`src/rtl/wb_host_master_pkg.sv`:
```
// rtl/wb_host_master_pkg.sv - shared types for the Wishbone host master
package wb_host_master_pkg;

  typedef enum logic [1:0] {
    ST_OK      = 2'b00,
    ST_ERR     = 2'b01,
    ST_TIMEOUT = 2'b10,
    ST_RETRY   = 2'b11
  } wb_status_e;

  typedef enum logic [1:0] {
    S_IDLE = 2'b00,
    S_BUS  = 2'b01,
    S_GAP  = 2'b10,
    S_RESP = 2'b11
  } wb_state_e;

  typedef struct packed {
    logic [31:0] adr;
    logic [31:0] dat;
    logic [3:0]  sel;
    logic        we;
  } wb_req_t;

  typedef struct packed {
    logic [31:0] dat;
    wb_status_e  status;
  } wb_rsp_t;

endpackage

```
`src/rtl/wb_host_master_timer.sv`:
```
// rtl/wb_host_master_timer.sv - per-attempt bus timeout counter (load / increment / expire)
module wb_host_master_timer #(
  parameter int LIMIT = 255
) (
  input  logic i_clk,
  input  logic i_rst,
  input  logic i_load,
  input  logic i_inc,
  output logic o_expire
);
  localparam int W = (LIMIT < 2) ? 1 : $clog2(LIMIT + 1);

  logic [W-1:0] r_count;

  // Count idle bus cycles of the current attempt; load restarts from zero
  always_ff @(posedge i_clk) begin
    if (i_rst || i_load) begin
      r_count <= '0;
    end else if (i_inc) begin
      r_count <= r_count + 1'b1;
    end
  end

  // Expiry fires on the LIMIT-th consecutive idle cycle of an attempt
  assign o_expire = i_inc && (r_count == W'(LIMIT - 1));

endmodule

```
`src/rtl/wb_host_master.sv`:
```
// rtl/wb_host_master.sv - Wishbone classic single-transfer initiator; optional timeout under WB_HOST_MASTER_TIMEOUT_EN
module wb_host_master
  import wb_host_master_pkg::*;
#(
  parameter int TIMEOUT_CYCLES = 255,
  parameter int MAX_RETRY      = 3
) (
  input  logic        wb_clk,
  input  logic        wb_rst,
  input  logic        req_valid,
  output logic        req_ready,
  input  logic [31:0] req_adr,
  input  logic [31:0] req_dat,
  input  logic [3:0]  req_sel,
  input  logic        req_we,
  output logic        rsp_valid,
  input  logic        rsp_ready,
  output logic [31:0] rsp_dat,
  output logic [1:0]  rsp_status,
  output logic        busy,
  output logic [31:0] wb_m2s_adr,
  output logic [31:0] wb_m2s_dat,
  output logic [3:0]  wb_m2s_sel,
  output logic        wb_m2s_we,
  output logic        wb_m2s_cyc,
  output logic        wb_m2s_stb,
  input  logic [31:0] wb_s2m_dat,
  input  logic        wb_s2m_ack,
  input  logic        wb_s2m_err,
  input  logic        wb_s2m_rty
);
  localparam logic [7:0] MAX_RETRY_W = 8'(MAX_RETRY);

  wb_state_e  r_state;
  wb_state_e  w_next;
  wb_req_t    r_req;
  wb_rsp_t    r_rsp;
  logic       r_cyc;
  logic [7:0] r_retry;

  logic w_accept;
  logic w_in_bus;
  logic w_ack;
  logic w_err;
  logic w_rty;
  logic w_term;
  logic w_retry_left;
  logic w_expire;

  assign w_accept     = req_valid & req_ready;
  assign w_in_bus     = (r_state == S_BUS) & r_cyc;
  assign w_ack        = w_in_bus & wb_s2m_ack;
  assign w_err        = w_in_bus & wb_s2m_err;
  assign w_rty        = w_in_bus & wb_s2m_rty;
  assign w_term       = w_ack | w_err | w_rty;
  assign w_retry_left = (r_retry < MAX_RETRY_W);

`ifdef WB_HOST_MASTER_TIMEOUT_EN
  logic w_timer_load;
  logic w_timer_inc;

  assign w_timer_load = w_accept | (r_state == S_GAP);
  assign w_timer_inc  = (r_state == S_BUS) & ~w_term;

  wb_host_master_timer #(
    .LIMIT(TIMEOUT_CYCLES)
  ) u_timer (
    .i_clk    (wb_clk),
    .i_rst    (wb_rst),
    .i_load   (w_timer_load),
    .i_inc    (w_timer_inc),
    .o_expire (w_expire)
  );
`else
  // Without the timer a stuck slave simply holds the bus
  assign w_expire = 1'b0 && (TIMEOUT_CYCLES > 0);
`endif

  // State register
  always_ff @(posedge wb_clk) begin
    if (wb_rst) begin
      r_state <= S_IDLE;
    end else begin
      r_state <= w_next;
    end
  end

  // Next-state decode; ack beats err beats rty, and any termination beats expiry
  always_comb begin
    w_next = r_state;
    case (r_state)
      S_IDLE: if (w_accept) w_next = S_BUS;
      S_BUS: begin
        if (w_ack || w_err)  w_next = S_RESP;
        else if (w_rty)      w_next = w_retry_left ? S_GAP : S_RESP;
        else if (w_expire)   w_next = S_RESP;
      end
      S_GAP:  w_next = S_BUS;
      S_RESP: if (rsp_ready) w_next = S_IDLE;
      default: w_next = S_IDLE;
    endcase
  end

  // Handshake outputs decoded from state; no acceptance while reset is held
  always_comb begin
    req_ready = (r_state == S_IDLE) & ~wb_rst;
    rsp_valid = (r_state == S_RESP);
    busy      = (r_state != S_IDLE);
  end

  // Bus-side registers: request latch, cyc/stb, retry count and captured response
  always_ff @(posedge wb_clk) begin
    if (wb_rst) begin
      r_req   <= '0;
      r_rsp   <= '0;
      r_cyc   <= 1'b0;
      r_retry <= '0;
    end else begin
      r_cyc <= (w_next == S_BUS);
      if (w_accept) begin
        r_req   <= '{adr: req_adr, dat: req_dat, sel: req_sel, we: req_we};
        r_retry <= '0;
        r_rsp   <= '0;
      end
      if (r_state == S_BUS) begin
        if (w_ack) begin
          r_rsp.dat    <= r_req.we ? 32'd0 : wb_s2m_dat;
          r_rsp.status <= ST_OK;
        end else if (w_err) begin
          r_rsp.dat    <= '0;
          r_rsp.status <= ST_ERR;
        end else if (w_rty) begin
          if (w_retry_left) begin
            r_retry <= r_retry + 8'd1;
          end else begin
            r_rsp.dat    <= '0;
            r_rsp.status <= ST_RETRY;
          end
        end else if (w_expire) begin
          r_rsp.dat    <= '0;
          r_rsp.status <= ST_TIMEOUT;
        end
      end
    end
  end

  assign wb_m2s_adr = r_req.adr;
  assign wb_m2s_dat = r_req.dat;
  assign wb_m2s_sel = r_req.sel;
  assign wb_m2s_we  = r_req.we;
  assign wb_m2s_cyc = r_cyc;
  assign wb_m2s_stb = r_cyc;
  assign rsp_dat    = r_rsp.dat;
  assign rsp_status = r_rsp.status;

endmodule

```
`config.mk`:
```
export PLATFORM = sky130hd
export DESIGN_NAME = wb_host_master
export DESIGN_NICKNAME = d
export VERILOG_FILES = /design/src/rtl/wb_host_master_pkg.sv /design/src/rtl/wb_host_master_timer.sv /design/src/rtl/wb_host_master.sv
export SDC_FILE = /design/constraint.sdc
export NUM_CORES = 1
export LEC_CHECK = 0
export BUFFER_PORTS_ARGS = -buffer_cell sky130_fd_sc_hd__buf_2
export CORE_MARGIN = 5
export CORE_UTILIZATION = 44
export CTS_CLUSTER_SIZE = 8
export DETAILED_ROUTE_END_ITERATION = 8
export GPL_TIMING_DRIVEN = 0
export PLACE_DENSITY = 0.91
export RECOVER_POWER = 100
export SLEW_MARGIN = 15
export SYNTH_ARGS = -nofsm -noshare
export SYNTH_HDL_FRONTEND = slang
export SYNTH_SLANG_ARGS = --single-unit
```
`constraint.sdc`:
```
create_clock -name wb_clk -period 1.84 [get_ports wb_clk]
set_input_delay 0.368 -clock wb_clk [delete_from_list [all_inputs] [get_ports wb_clk]]
set_output_delay 0.368 -clock wb_clk [all_outputs]
set_load 0.02 [all_outputs]
```
# Word-level counts from Yosys, hierarchy flattened
# Cells that the tools add are included.
totals:
  ff_bits: 114
  inputBits: 108
  out_inout_bits: 108
  wordCells: 44
op_classes:
  addsub: 1
  order_cmp: 1
  n_eq_ne: 4
  muxes: 19
  n_bitwise: 7
  reduce_logical: 3
ops:
  columns: ["operator", "n"]
  rows:
  - ["2-to-1 mux 34 bit", 6]
  - ["2-to-1 mux 8 bit", 6]
  - ["2-to-1 mux 32 bit", 1]
  - ["adder 8 x 1 -> 8 bit (second input constant)", 1]
  - ["< comparator 8 x 2 -> 1 bit (second input constant)", 1]
  - ["2-to-1 mux 2 bit", 4]
  - ["one-hot mux 2 bit (4 select lines)", 1]
  - ["bitwise AND 1 bit", 6]
  - ["== test 2 x 1 -> 1 bit (second input constant)", 2]
  - ["== test 2 bit (second input constant)", 2]
  - ["zero test 2 bit", 1]
  - ["nonzero test 2 bit", 1]
  - ["logical OR 1 bit", 1]
  - ["2-to-1 mux 1 bit", 1]
  - ["inverter 1 bit", 1]

# Logic depth before layout (Yosys ltp)
# Gate-level depths: netlist of run 1.
depth:
  ltp_word: 9
  ltp_mapped: 6
  mapped_depth_nobuf: 5

# Worst setup path before layout of run 1
# OpenSTA, ideal clock, no wires.
synth_path:
  kind: "register to register"
  from: "register r_retry[0]"
  to: "register r_rsp, in the netlist rsp_dat[1]"
  setup_time_ns: 0.060
  arrival_ns: 1.381
  required_time_ns: 1.780
  slack_ns: 0.400
  stages_incl_launch_ff: 7
  n_path_buf: 1
  synth_period_minus_slack_ns: 1.440
  cell_sequence: "dfxtp_1 -> ha_1 -> nor4_4 -> a21boi_2 -> o31ai_4 -> buf_6 -> a32o_2"
synth_between:
  elab_chain_len: 6
synth_lines:
  columns: ["item", "line", "rtl"]
  rows:
  - ["start: declaration", "wb_host_master.sv:39", "logic [7:0] r_retry;"]
  - ["start signal: assignment", "wb_host_master.sv:134", "r_retry <= r_retry + 8'd1;"]
  - ["< comparator 8 x 2 -> 1 bit", "wb_host_master.sv:56", "assign w_retry_left = (r_retry < MAX_RETRY_W);"]
  - ["2-to-1 mux 34 bit", "wb_host_master.sv:133", "if (w_retry_left) begin"]
  - ["2-to-1 mux 34 bit", "wb_host_master.sv:132", "end else if (w_rty) begin"]
  - ["2-to-1 mux 34 bit", "wb_host_master.sv:129", "end else if (w_err) begin"]
  - ["2-to-1 mux 34 bit", "wb_host_master.sv:126", "if (w_ack) begin"]
  - ["2-to-1 mux 34 bit", "wb_host_master.sv:125", "if (r_state == S_BUS) begin"]
  - ["end: declaration", "wb_host_master.sv:37", "wb_rsp_t r_rsp;"]
# Every way passes these cells.
# A chain may end at the register's enable or synchronous reset.

# Worst setup path after layout of run 1
layout_path:
  from: "register r_state[1]"
  to: "output port req_ready"
layout_between:
  elab_chain_len: 2
layout_lines:
  columns: ["item", "line", "rtl"]
  rows:
  - ["start: declaration", "wb_host_master.sv:34", "wb_state_e r_state;"]
  - ["start signal: assignment", "wb_host_master.sv:84", "r_state <= w_next;"]
  - ["zero test 2 bit", "wb_host_master.sv:106", "req_ready = (r_state == S_IDLE) & ~wb_rst;"]
  - ["bitwise AND 1 bit", "wb_host_master.sv:106", null]
  - ["end: declaration", "wb_host_master.sv:11", "output logic req_ready,"]
# Every way passes these cells.

==> qor.json, run 1 <==
{
  "outcome": {"value": "finished clean"},
  "skew": {"value": 10.66, "unit": "ps"},
  "totalPowerFinal": {"value": 6858, "unit": "uW"},
  "hpwlAfterDp": {"value": 9212, "unit": "um"},
  "finish.utilization": {"value": 65.19, "unit": "%"},
  "drive_above_1_share": {"value": 27.78, "unit": "%"},
  "ys.flop_type": {"value": "dfxtp_1"},
  "route.detailed.vias_per_inst": {"value": 5.037},
  "ir_worst_vdd": {"value": 0.0006908, "unit": "V"},
  "power.density_cell_area": {"value": 1195, "unit": "nW/um^2"},
  "core": {"value": 8806, "unit": "um^2"},
  "routed-via-count": {"value": 3989},
  "root_buffer": {"value": "clkbuf_8"},
  "floorplan.initialDensity": {"value": 45.41, "unit": "%"},
  "fillers": {"value": 770},
  "postSynthCellCount": {"value": 435},
  "grt_first_pass_wirelength": {"value": 19220, "unit": "um"},
  "worst_slew_margin_rel": {"value": 64.45, "unit": "%"},
  "placement.io_buffers": {"value": 214},
  "cts_num_sinks": {"value": 114},
  "number_of_antenna_violations_at_the_first_check_in_global_routing": {"value": 0},
  "yosys_register_bits": {"value": 114},
  "clock_latency_at_the_later_pin_of_the_worst_skew_pair": {"value": 490, "unit": "ps"},
  "min_period": {"value": 1713, "unit": "ps"},
  "timing.final.ws_setup": {"value": 127.3, "unit": "ps"},
  "synth_async_sr_flop_share": {"value": 0, "unit": "%"},
  "finalCritPeriodShare": {"value": 93.08, "unit": "%"},
  "vias_in_the_first_global_route": {"value": 4070},
  "worstPathRequired": {"value": 1470, "unit": "ps"},
  "setup_total_negative_slack": {"value": 0, "unit": "ps"},
  "fin_area": {"value": 5741, "unit": "um^2"},
  "dp_worst_setup_slack": {"value": -123.9, "unit": "ps"},
  "worst-endpoint-arrival": {"value": 1340, "unit": "ps"},
  "num_io_pins": {"value": 216},
  "post_synthesis_average_cell_area": {"value": 9.193, "unit": "um^2"},
  "cts_max_level": {"value": 4},
  "ys_types": {"value": 35},
  "synth_sequential_area_ratio": {"value": 57.07, "unit": "%"},
  "design.die.area": {"value": 11090, "unit": "um^2"},
  "grt.overflow.total": {"value": 0},
  "tritoncts": {"value": "yes"},
  "hold_viol": {"value": 0},
  "final_common_cell": {"value": "nand2_1"},
  "firstDrtPassIters": {"value": 4},
  "worstSetupStartpointType": {"value": "flop"},
  "grt.total_usage": {"value": 21.38, "unit": "%"},
  "setup_repair_after_global_routing_missed_its_margin": {"value": "no"},
  "worst_setup_end_kind": {"value": "output pin"},
  "die_height": {"value": 105.3, "unit": "um"},
  "post-route-drc-count": {"value": 0},
  "dpl-instance-area": {"value": 5205, "unit": "um^2"},
  "hold_buffers": {"value": 0},
  "postSynthNetCount": {"value": 544},
  "timing_worst_slew_pin_value": {"value": 533.3, "unit": "ps"},
  "timing.max_cap.violations": {"value": 0},
  "synth_warnings": {"value": 0},
  "clockBufferDepth": {"value": 2},
  "critical_path_peak_fanout": {"value": 6},
  "finish.net_count": {"value": 780},
  "timing.fmax": {"value": 583.9, "unit": "MHz"},
  "finalSetupViolations": {"value": 0},
  "drt.antenna.violating_nets": {"value": 0},
  "maximum_number_of_pins_on_one_net_before_global_route_repair": {"value": 17},
  "placement_rows": {"value": 34},
  "final_cell_mix": {"value": "nand2_1 (144), clkbuf_1 (125), dfxtp_1 (114)"},
  "routed_wirelength": {"value": 12190, "unit": "um"},
  "cts_inserted_buffers": {"value": 17},
  "drt-wirelength-per-cell": {"value": 15.39, "unit": "um"},
  "critPathKind": {"value": "reg2out"},
  "worst_setup_hold_path_clk_slew": {"value": 60, "unit": "ps"},
  "antenna_cells_inserted": {"value": 0},
  "mappedNetlistArea": {"value": 3999, "unit": "um^2"},
  "synth_enable_flop_cells": {"value": 0},
  "detailedRoute.firstIterationViolations": {"value": 146},
  "min_path_type": {"value": "in2reg"},
  "width_of_the_die": {"value": 105.3, "unit": "um"},
  "finalMaxSlewViolations": {"value": 0},
  "place.gp.congestion": {"value": 0.8020},
  "growth_of_design_area_from_synthesis_to_finish": {"value": 43.55, "unit": "%"},
  "power_leakage": {"value": 0.002542, "unit": "uW"}
}
==> final timing paths <==
kind                                             startpoint                          end  slack (ps)  cells after the start
worst max-delay path                  r_state[1]$_SDFF_PP0_                    req_ready         130                      4
worst min-delay path                         wb_s2m_dat[22]       rsp_dat[22]$_SDFF_PP0_          80                      2
worst max register to register        r_state[1]$_SDFF_PP0_  wb_m2s_dat[27]$_SDFFE_PP0P_         140                      6
worst min register to register  wb_m2s_adr[16]$_SDFFE_PP0P_  wb_m2s_adr[16]$_SDFFE_PP0P_         450                      2
==> synthesized netlist by cell type (3+ instances only) <==
cell type,count,area share (%)
nor2_1,6,0.56
a32o_2,30,8.4
nand2_1,143,13
a21oi_1,70,8.8
and2_1,6,0.94
buf_6,3,0.84
buf_2,6,0.75
dfxtp_1,114,57
inv_1,4,0.38
clkbuf_1,21,2.0
buf_1,3,0.28
==> flip-flops by register name, summed over array words and instances, names as in the netlist <==
| register | cells |
|---|---|
| rsp_dat | 32 |
| wb_m2s_adr | 32 |
| wb_m2s_dat | 32 |
| r_retry | 8 |
| wb_m2s_sel | 4 |
| r_state | 2 |
| rsp_status | 2 |
| wb_m2s_cyc | 1 |
| wb_m2s_we | 1 |
==> worst max-delay path: stages, from the launching register on <==
cell and delay (ps):
dfxtp_1 360, nor2_2 150, inv_1 70, nor2_1 90
clkbuf_2 180
==> layout make-up <==
type,instances,area (um^2),area share [%]
sequential,114,2282,39.76
multi-input combinational,282,1523,26.53
timing repair buffer,217,969.7,16.89
clock buffer,17,414.1,7.214
clock inverter,15,230.2,4.010
buffer,35,171.4,2.986
tap,108,135.1,2.354
inverter,4,15.01,0.2616
==> where the power goes <==
group	internal, uW	total [uW]	switching (uW)
logic	233	682	449
registers	2580	2640	62.5
clock network	2350	3540	1180
==> what timing repair did <==
| item | 4_1_cts | 5_1_grt |
|---|---|---|
| gates resized for setup | 1 | 6 |
| endpoints found under the setup margin | 31 | 17 |
| pin swaps | 0 | 2 |
| buffers inserted | 0 | 3 |
==> metal layers <==
layer / wire (um) / vias to the layer above / share of wire (%) / track usage [%]
li1: - / 1966 / - / -
met1: 4700 / 1856 / 39 / 22.72
met2: 6427 / 155 / 53 / 39.48
met3: 893 / 12 / 7.3 / 7.518
met4: 163 / 0 / 1.3 / 6.560
met5: 0 / - / 0 / 0
==> through the flow <==
stage | std cells | hold WS [ps]
after global routing | 792 | 51.32
after detailed placement | 757 | 445.6
final | 792 | 82.80
after global placement | 757 | 438.8
after CTS | 789 | 57.49
after floorplan | 435 | 430.8
==> cells by family (layout without fill, tap and decap cells) <==
logic type	after synthesis	count (layout)	share of synthesized area, %
simple gates	168	168	17.84
flops	114	114	57.07
compound gates	113	113	20.18
buf+inv	39	288	4.599
fa+ha+maj	1	1	0.3128
No activity file was read; power rests on OpenSTA's default activity.
==> inputs of run 2 (changes only) <==
--- a/config.mk
+++ b/config.mk
@@ -8,10 +8,9 @@
 export BUFFER_PORTS_ARGS = -buffer_cell sky130_fd_sc_hd__buf_2
 export CORE_MARGIN = 5
 export CORE_UTILIZATION = 44
-export CTS_CLUSTER_SIZE = 8
 export DETAILED_ROUTE_END_ITERATION = 8
 export GPL_TIMING_DRIVEN = 0
-export PLACE_DENSITY = 0.91
+export PLACE_DENSITY_LB_ADDON = 0.3
 export RECOVER_POWER = 100
 export SLEW_MARGIN = 15
 export SYNTH_ARGS = -nofsm -noshare
==> qor.json, run 2 (synthesis gave the netlist of run 1 again) <==
{
  "outcome": {"value": "finished clean"},
  "finalCritPeriodShare": {"value": 94.52, "unit": "%", "change": "+1.4 points"},
  "min_path_type": {"value": "in2reg"},
  "floorplan.initialDensity": {"value": 45.41, "unit": "%", "change": "unchanged"},
  "vias_in_the_first_global_route": {"value": 3987, "change": "-2.0%"},
  "maximum_number_of_pins_on_one_net_before_global_route_repair": {"value": 17, "change": "unchanged"},
  "power.switching": {"value": 1656, "unit": "uW", "change": "-2.3%"},
  "die_height": {"value": 105.3, "unit": "um", "change": "unchanged"},
  "design.die.area": {"value": 11090, "unit": "um^2", "change": "unchanged"},
  "timing.fmax": {"value": 575.0, "unit": "MHz", "change": "-1.5%"},
  "cts_max_level": {"value": 4, "change": "unchanged"},
  "worstSetupStartpointType": {"value": "flop"},
  "finalMaxSlewViolations": {"value": 0, "change": "unchanged"},
  "detailedRoute.firstIterationViolations": {"value": 128, "change": "-12%"},
  "dp_worst_setup_slack": {"value": -114.5, "unit": "ps", "change": "+9.380 ps"},
  "ir_worst_vdd": {"value": 0.0006529, "unit": "V", "change": "-5.5%"},
  "core": {"value": 8806, "unit": "um^2", "change": "unchanged"},
  "place_inst": {"value": 757, "change": "unchanged"},
  "clock_latency_at_the_later_pin_of_the_worst_skew_pair": {"value": 500, "unit": "ps", "change": "about the same"},
  "worst_setup_hold_path_clk_slew": {"value": 60, "unit": "ps", "change": "about the same"},
  "critical-path-top-delay-family": {"value": "simple AND/OR/NAND/NOR gates"},
  "hpwlAfterDp": {"value": 9164, "unit": "um", "change": "-0.52%"},
  "cts_num_sinks": {"value": 114, "change": "unchanged"},
  "drt-wirelength-per-cell": {"value": 15.37, "unit": "um", "change": "-0.12%"},
  "min_from": {"value": "wb_s2m_dat[10]"},
  "power.density_cell_area": {"value": 1224, "unit": "nW/um^2", "change": "+2.5%"},
  "finalSetupViolations": {"value": 0, "change": "unchanged"},
  "final_cell_mix": {"value": "nand2_1 (143), clkbuf_1 (126), dfxtp_1 (114)"},
  "dpl-instance-area": {"value": 5205, "unit": "um^2", "change": "unchanged"},
  "root_buffer": {"value": "clkbuf_8"},
  "firstDrtPassIters": {"value": 6, "change": "+2"},
  "power_frac_clock": {"value": 53.1, "unit": "%", "change": "+1.6 points"},
  "grt.overflow.total": {"value": 0, "change": "unchanged"},
  "final_common_cell": {"value": "nand2_1"},
  "postCtsSetupRepairBufs": {"value": 0, "change": "unchanged"},
  "critPathSlowestCell": {"value": "nor3b_4"},
  "timing_worst_slew_pin_value": {"value": 528.7, "unit": "ps", "change": "-4.659 ps"},
  "skew": {"value": 14.97, "unit": "ps", "change": "+4.311 ps"},
  "power_leakage": {"value": 0.002549, "unit": "uW", "change": "+0.28%"},
  "fin_area": {"value": 5758, "unit": "um^2", "change": "+0.31%"},
  "worst_r2r_startpoint": {"value": "r_state[0]$_SDFF_PP0_"},
  "drt.antenna.violating_nets": {"value": 0, "change": "unchanged"},
  "worst-endpoint-arrival": {"value": 2120, "unit": "ps", "change": "+780 ps"},
  "critical_path.startpoint": {"value": "r_state[0]$_SDFF_PP0_"},
  "width_of_the_die": {"value": 105.3, "unit": "um", "change": "unchanged"},
  "drive_above_1_share": {"value": 27.61, "unit": "%", "change": "-0.17 points"},
  "critPathKind": {"value": "reg2reg"},
  "worst_slew_margin_rel": {"value": 64.76, "unit": "%", "change": "+0.31 points"},
  "crit_path_max_incr_delay": {"value": 470, "unit": "ps", "change": "+110 ps"},
  "timing.max_cap.violations": {"value": 0, "change": "unchanged"},
  "hold_viol": {"value": 0, "change": "unchanged"},
  "switching_share": {"value": 23.49, "unit": "%", "change": "-1.2 points"},
  "worstPathCellList": {"value": "nor3b_4 -> nor2_1 -> clkbuf_1 -> a32o_1"},
  "grt.total_usage": {"value": 21.75, "unit": "%", "change": "+0.37 points"},
  "cts_inserted_buffers": {"value": 17, "change": "unchanged"},
  "place.gp.congestion": {"value": 0.7917, "change": "-1.3%"},
  "num_io_pins": {"value": 216, "change": "unchanged"},
  "critical_path_peak_fanout": {"value": 10, "change": "+4"},
  "timing.final.ws_setup": {"value": 100.9, "unit": "ps", "change": "-26.43 ps"},
  "growth_of_design_area_from_synthesis_to_finish": {"value": 43.99, "unit": "%"},
  "placement.io_buffers": {"value": 214, "change": "unchanged"},
  "worst_setup_end_kind": {"value": "flop"},
  "tritoncts": {"value": "yes"},
  "routed-via-count": {"value": 3908, "change": "-2.0%"},
  "routed_wirelength": {"value": 12130, "unit": "um", "change": "-0.50%"},
  "fin_cells": {"value": 789, "change": "-0.38%"},
  "combinationalPowerShare": {"value": 9.5, "unit": "%", "change": "-0.4 points"},
  "number_of_antenna_violations_at_the_first_check_in_global_routing": {"value": 0, "change": "unchanged"},
  "worstPathRequired": {"value": 2220, "unit": "ps", "change": "+750 ps"},
  "route.detailed.vias_per_inst": {"value": 4.953, "change": "-1.7%"},
  "placement_rows": {"value": 34, "change": "unchanged"},
  "setup_repair_after_global_routing_missed_its_margin": {"value": "no"},
  "post-route-drc-count": {"value": 0, "change": "unchanged"},
  "internal_power": {"value": 5393, "unit": "uW", "change": "+4.4%"},
  "grt_first_pass_wirelength": {"value": 19510, "unit": "um", "change": "+1.5%"},
  "clockBufferDepth": {"value": 2, "change": "unchanged"},
  "finish.net_count": {"value": 777, "change": "-0.38%"},
  "cp_num_buf_inv": {"value": 1, "change": "-1"},
  "min_period": {"value": 1739, "unit": "ps", "change": "+26.43 ps"},
  "antenna_cells_inserted": {"value": 0, "change": "unchanged"},
  "pwr-share-seq": {"value": 37.4, "unit": "%", "change": "-1.1 points"}
}
==> run 2: timing repair <==
action / 4_1_cts / 5_1_grt
pin swaps: 0 / 0
gates resized for setup: 1 / 3
hold buffers: 0 / 0
endpoints found under the setup margin: 24 / 1
==> run 2: cell type report <==
cell class	instances	area, um^2
repair buffers	214	939.7
clock buffers	20	455.4
plain buffers	35	168.9
clock inverters	12	226.5
multi-input cells	282	1535
flip-flops and latches	114	2282
well taps	108	135.1
fillers	807	3048
inverters	4	15.01
==> run 2: metal layers <==
metal / up-vias / part of all wire, % / global-route usage (%) / wire length [um]
li1: 1958 / - / - / -
met2: 140 / 51 / 37.93 / 6145
met5: - / 0 / 0 / 0
met3: 21 / 8.4 / 9.841 / 1019
met1: 1789 / 39 / 22.94 / 4696
met4: 0 / 2.2 / 8.341 / 263
==> run 2: final timing paths <==
check	slack, ps	cells past startpoint	endpoint
min	80	2	rsp_dat[10]$_SDFF_PP0_
max	100	4	rsp_dat[4]$_SDFF_PP0_
max reg2reg	100	4	rsp_dat[4]$_SDFF_PP0_
min reg2reg	450	2	wb_m2s_adr[22]$_SDFFE_PP0P_
==> run 2: power by group through the flow <==
stage	Combinational, uW	Sequential, uW	Clock [uW]
2_1_floorplan	257	2810	0
5_1_grt	735	2650	3940
4_1_cts	705	2640	3800
6_report	668	2640	3740
3_5_place_dp	701	2690	0
3_3_place_gp	685	2680	0
==> run 2: metrics by stage <==
| stage | setup TNS [ps] | hold WS (ps) | utilization [%] | power (uW) |
|---|---|---|---|---|
| floorplan | 0 | 430.8 | - | 3071 |
| global placement | -1981 | 439.2 | 59.11 | 3366 |
| CTS | 0 | 51.62 | 66.92 | 7137 |
| finish | 0 | 80.10 | 65.39 | 7049 |
| global route | 0 | 51.19 | 65.39 | 7329 |
| detailed placement | -3920 | 444.7 | 59.11 | 3389 |
